===== src/rtl/mips_control_sequencer.sv =====
// Multicycle control sequencer for the MIPS datapath.
// Runs fetch / decode / execute for ADDU, SB and BEQ. It drives the datapath
// load enables and selects, and it runs the MOV/MOC memory handshake. A memory
// timeout or an unsupported opcode moves it into a sticky fault state, which
// only reset clears.
module mips_control_sequencer #(
    parameter int MEM_TIMEOUT = 16,
    parameter int CNT_W       = 5
) (
    input  logic       clk,
    input  logic       reset,
    input  logic [6:0] state_sel,
    input  logic       alu_zero,
    input  logic       moc,
    output logic [6:0] state,
    output logic       pc_ld,
    output logic [1:0] pc_src,
    output logic       ir_ld,
    output logic       mar_ld,
    output logic       mdr_ld,
    output logic       rf_ld,
    output logic       alu_src,
    output logic [3:0] alu_op,
    output logic       mov,
    output logic       mem_rw,
    output logic       mem_byte,
    output logic       fault
);

    typedef enum logic [6:0] {
        S_RESET      = 7'd0,
        S_FETCH_ADDR = 7'd1,
        S_FETCH_READ = 7'd2,
        S_FETCH_PC   = 7'd3,
        S_DECODE     = 7'd4,
        S_ADDU       = 7'd5,
        S_SB_ADDR    = 7'd6,
        S_SB_DATA    = 7'd7,
        S_SB_WRITE   = 7'd8,
        S_BEQ_CMP    = 7'd10,
        S_BEQ_TAKEN  = 7'd11,
        S_MEM_FAULT  = 7'd126,
        S_ILLEGAL    = 7'd127
    } state_t;

    localparam logic [3:0] ALU_ADD = 4'b0000;
    localparam logic [3:0] ALU_SUB = 4'b0001;
    localparam logic [1:0] PC_INC  = 2'b00;
    localparam logic [1:0] PC_BR   = 2'b01;

    // Counter value on the last allowed wait cycle. If moc is still low then,
    // the access has timed out.
    localparam logic [CNT_W-1:0] CNT_LAST = CNT_W'(MEM_TIMEOUT - 1);

    state_t           r_state;
    state_t           w_next;
    logic [CNT_W-1:0] r_cnt;
    logic [CNT_W-1:0] w_cnt_next;
    logic             w_timeout;

    assign w_timeout = (r_cnt == CNT_LAST);
    assign state     = r_state;

    // State register and wait counter, with synchronous reset.
    // NOTE: sequential state uses non-blocking (<=) so every flop samples
    // pre-edge values; blocking here would create order-dependent races.
    always_ff @(posedge clk) begin
        if (reset) begin
            r_state <= S_RESET;
            r_cnt   <= '0;
        end else begin
            r_state <= w_next;
            r_cnt   <= w_cnt_next;
        end
    end

    // Next-state and next-count logic. The counter is zero in every state
    // except while a memory wait continues, so each entry into a wait state
    // starts a fresh timeout window.
    // NOTE: every comb output gets a default first, so no path leaves a value
    // unassigned (which would infer a latch).
    always_comb begin
        w_next     = S_ILLEGAL;
        w_cnt_next = '0;
        case (r_state)
            S_RESET:      w_next = S_FETCH_ADDR;
            S_FETCH_ADDR: w_next = S_FETCH_READ;
            S_FETCH_READ: begin
                if (moc) begin
                    w_next = S_FETCH_PC;
                end else if (w_timeout) begin
                    w_next = S_MEM_FAULT;
                end else begin
                    w_next     = S_FETCH_READ;
                    w_cnt_next = r_cnt + 1'b1;
                end
            end
            S_FETCH_PC:   w_next = S_DECODE;
            S_DECODE: begin
                case (state_sel)
                    7'd5, 7'd6, 7'd10: w_next = state_t'(state_sel);
                    default:           w_next = S_ILLEGAL;
                endcase
            end
            S_ADDU:       w_next = S_FETCH_ADDR;
            S_SB_ADDR:    w_next = S_SB_DATA;
            S_SB_DATA:    w_next = S_SB_WRITE;
            S_SB_WRITE: begin
                if (moc) begin
                    w_next = S_FETCH_ADDR;
                end else if (w_timeout) begin
                    w_next = S_MEM_FAULT;
                end else begin
                    w_next     = S_SB_WRITE;
                    w_cnt_next = r_cnt + 1'b1;
                end
            end
            S_BEQ_CMP:    w_next = alu_zero ? S_BEQ_TAKEN : S_FETCH_ADDR;
            S_BEQ_TAKEN:  w_next = S_FETCH_ADDR;
            S_MEM_FAULT:  w_next = S_MEM_FAULT;
            S_ILLEGAL:    w_next = S_ILLEGAL;
            default:      w_next = S_ILLEGAL;
        endcase
    end

    // Moore output decode. The one exception is ir_ld, which is also gated by
    // moc so that IR captures the data on the cycle memory presents it.
    always_comb begin
        pc_ld    = 1'b0;
        pc_src   = PC_INC;
        ir_ld    = 1'b0;
        mar_ld   = 1'b0;
        mdr_ld   = 1'b0;
        rf_ld    = 1'b0;
        alu_src  = 1'b0;
        alu_op   = ALU_ADD;
        mov      = 1'b0;
        mem_rw   = 1'b0;
        mem_byte = 1'b0;
        fault    = 1'b0;
        case (r_state)
            S_FETCH_ADDR: mar_ld = 1'b1;
            S_FETCH_READ: begin
                mov    = 1'b1;
                mem_rw = 1'b1;
                ir_ld  = moc;
            end
            S_FETCH_PC: begin
                pc_ld  = 1'b1;
                pc_src = PC_INC;
            end
            S_ADDU: begin
                alu_op  = ALU_ADD;
                alu_src = 1'b0;
                rf_ld   = 1'b1;
            end
            S_SB_ADDR: begin
                alu_op  = ALU_ADD;
                alu_src = 1'b1;
                mar_ld  = 1'b1;
            end
            S_SB_DATA:    mdr_ld = 1'b1;
            S_SB_WRITE: begin
                mov      = 1'b1;
                mem_rw   = 1'b0;
                mem_byte = 1'b1;
            end
            S_BEQ_CMP: begin
                alu_op  = ALU_SUB;
                alu_src = 1'b0;
            end
            S_BEQ_TAKEN: begin
                pc_ld  = 1'b1;
                pc_src = PC_BR;
            end
            S_MEM_FAULT, S_ILLEGAL: fault = 1'b1;
            default: ;
        endcase
    end

endmodule


===== config.mk =====
export PLATFORM = sky130hd
export DESIGN_NAME = mips_control_sequencer
export DESIGN_NICKNAME = d
export VERILOG_FILES = /design/src/rtl/mips_control_sequencer.sv
export SDC_FILE = /design/constraint.sdc
export NUM_CORES = 1
export LEC_CHECK = 0
export CORE_MARGIN = 4
export CORE_UTILIZATION = 40
export DETAILED_ROUTE_END_ITERATION = 8
export PLACE_DENSITY = 0.85
export SETUP_SLACK_MARGIN = 0.4
export SLEW_MARGIN = 0
export SYNTH_ARGS = -nofsm -noshare
export SYNTH_HDL_FRONTEND = slang
export SYNTH_SLANG_ARGS = --single-unit
export TNS_END_PERCENT = 10

===== constraint.sdc =====
create_clock -name clk -period 1.9 [get_ports clk]
set_clock_uncertainty 0.15 [all_clocks]
set_input_delay 0.285 -clock clk [delete_from_list [all_inputs] [get_ports clk]]
set_output_delay 0.285 -clock clk [all_outputs]
set_load 0.05 [all_outputs]

==> results.py <==
metrics = {
    "setup_path": {
        "cp_max_fo": 4,
        "critPathLaunchType": "register",
        "crit_required_ns": 1.46,
        "worstReg2RegStart": "r_cnt[0]$_SDFF_PP0_",
        "critPathArrivalTime_ns": 1.66,
        "r2r_setup_slack_ns": 0.04,
        "rr_worst_depth": 7,
        "critPathCaptureType": "output pin",
        "r2r_end": "state[3]$_SDFF_PP0_",
        "worstSetupPathType": "reg -> out",
    },
    "synthesis": {
        "synth_top_family_by_area": "simple AND/OR/NAND/NOR gates",
        "netlist_instances": 114,
        "synth_most_common_cell": "nor2_1",
        "synth_edf_count": 0,
        "synth_ff_type": "dfxtp_1",
        "synth.area.top_cells": "dfxtp_1, nor2_1, a21oi_1, buf_4, o311ai_4",
        "synth_adder_area_share_pct": 2.67,
        "synth.area.mux_share_pct": 0,
        "synth-xor-area-share_pct": 3.73,
        "synth-simple-area-share_pct": 36.1,
        "synth_commonest_cells": "nor2_1, dfxtp_1, a21oi_1",
        "ys_seq_elements": 12,
        "yosys.area.top_type": "dfxtp_1",
        "synth_top_area_share_pct": 25.6,
        "synth.avg_cell_area_um2": 8.23,
        "syn_area_um2": 938,
        "synth_compound_area_share_pct": 22.3,
        "ys_seq_area_share_pct": 25.6,
        "synth_cell_types": 50,
        "yosysWarnings": 0,
        "async_flop_share_pct": 0,
    },
    "global_routing": {
        "grt_pass1_vias": 1053,
        "antenna_found_initial": 0,
        "grt_overflow_total": 0,
        "grt_pass1_wl_um": 4690,
        "track_usage_pct": 18.5,
        "grt_max_degree": 19,
    },
    "min_path": {
        "hp-start": "r_cnt[0]$_SDFF_PP0_",
        "min_path_cells": 1,
        "hold_class": "reg -> reg",
        "hold_end": "r_cnt[0]$_SDFF_PP0_",
    },
    "place": {
        "io_buffers": 29,
        "gp_congestion": 0.847,
        "dp_hpwl_um": 2210,
    },
    "clock_network": {
        "clock_sinks": 12,
        "clk_pin_slew_ns": 0.08,
        "insertion_delay_ns": 0.28,
        "htree_levels": 1,
        "cts_tree": "yes",
        "clockBufferDepth": 2,
        "cts_root_buf": "clkbuf_4",
        "cts_buffers": 3,
        "holdBufCountCts": 0,
    },
    "finish": {
        "synthToLayoutAreaGrowth_pct": 74.4,
        "regArea_um2": 264,
        "antenna_cells": 0,
        "fin_nets": 172,
        "drive_gt1_share_pct": 48.1,
        "final.fill_count": 152,
        "multi_input_area_um2": 733,
    },
    "sta": {
        "post-route-period-util_pct": 110,
        "finalSetupViolCount": 11,
        "timing.fmax_mhz": 477,
        "final_max_slew_viol_count": 0,
        "hold_violations": 0,
        "fin_crit_ns": 2.10,
        "rsz0062_at_grt": "true",
        "fin_ws_ns": -0.199,
        "holdWs_ns": 0.301,
    },
    "drt": {
        "drtIter0Drc": 25,
        "wl_um": 2850,
        "drc": 0,
        "post_drt_wl_per_cell_um": 15.3,
        "ant_nets": 0,
        "first_pass_iters": 4,
        "vias": 1052,
        "vias_per_cell": 5.66,
    },
    "pwr": {
        "powerDensity_nw_per_um2": 573,
        "ir_drop_uv": 499,
        "power_uw": 938,
        "swShare_pct": 41.7,
        "power.switching_uw": 391,
        "clockPowerShare_pct": 17.9,
        "sequentialPowerShare_pct": 34.1,
        "combPwrFrac_pct": 48.0,
        "p_leak_nw": 0.620,
        "internal_power_uw": 547,
    },
    "run": {
        "drv_cap": 0,
    },
    "die": {
        "dieArea_um2": 3180,
        "die_w_um": 56.4,
        "io_pins": 34,
        "die_h_um": 56.4,
        "core.rowCount": 17,
        "start_util_pct": 42.4,
        "core_area_um2": 2210,
    },
    "status": {
        "violations": "setup timing",
        "outcome": "finished, violations left",
    },
}
==> sequential cells by signal, indices dropped and copies added, names as in the netlist <==
name and flops:
state 7, r_cnt 5
==> placed cells by master (no fill, tap or decap), types with 2 or more instances in the layout <==
cell	count
buf_4	23
buf_12	13
nor2_1	11
clkdlybuf4s50_1	10
a21oi_1	6
dfxtp_4	5
nor3_4	4
nand2_1	4
a31oi_1	4
o21ai_0	4
conb_1	4
dfxtp_2	4
a21o_1	3
nand3_1	3
clkbuf_4	3
dfxtp_1	3
or4_4	2
nand3b_1	2
nor2_2	2
and3_1	2
xnor2_1	2
nor3_1	2
xor2_1	2
o21ai_1	2
nor2b_1	2
nor4bb_1	2
ha_4	2
buf_6	2
==> stage by stage <==
step                cell area, µm²  utilization (%)  setup TNS (ns)  std cells  setup WS, ns
floorplan                     1010                -           -3.11        117        -0.481
global placement              1490             67.2          -0.172        178       -0.0623
detailed placement            1490             67.2          -0.323        178       -0.0872
CTS                           1620             73.1           -1.46        185        -0.186
global route                  1640             74.0           -2.47        186        -0.252
finish                        1640             74.0           -1.41        186        -0.199
==> power groups by stage <==
stage                     clock network (mW)  registers [mW]  logic [mW]
after floorplan                            0           0.371       0.225
after global placement                     0           0.316       0.402
after detailed placement                   0           0.318       0.412
after CTS                              0.171           0.320       0.435
after global routing                   0.191           0.327       0.474
final                                  0.168           0.320       0.450
==> per-layer routing <==
layer	vias to the layer above	share of wire (%)	GRT usage, %
li1	502	-	-
met1	498	38	20.5
met2	47	55	35.5
met3	5	6.2	2.53
met4	0	1.3	5.42
met5	-	0	0
==> worst max path at each step <==
stage | startpoint | to | slack, ns
floorplan | state[3]$_SDFF_PP0_ | ir_ld | -0.48
global placement | state_sel[2] | state[3]$_SDFF_PP0_ | -0.06
detailed placement | state_sel[2] | state[3]$_SDFF_PP0_ | -0.09
CTS | state[3]$_SDFF_PP0_ | ir_ld | -0.19
global route | state[3]$_SDFF_PP0_ | ir_ld | -0.25
finish | state[3]$_SDFF_PP0_ | ir_ld | -0.20
==> timing repair <==
item,4_1_cts,5_1_grt
resized for setup,20,4
endpoints found under the setup margin,25,26
pin swaps,14,4
buffers inserted,3,1
==> cells by family after synthesis <==
logic type      after synthesis
flops                        12
other cells                   1
compound gates               27
xor+xnor                      4
simple gates                 54
fa+ha+maj                     2
buf+inv                      14
==> worst max-delay path: stages, from the launching register on <==
cell and delay [ns]:
dfxtp_4 0.35, or4_4 0.58, nor3_4 0.15, and2_4 0.18, buf_12 0.13
==> final cells by class <==
class	instances	area share (%)
clock buffers	4	1.61
inverters	2	0.459
multi-input cells	91	44.8
flip-flops and latches	12	16.1
well taps	28	2.14
repair buffers	49	34.9
(Power assumes the default switching activity.)
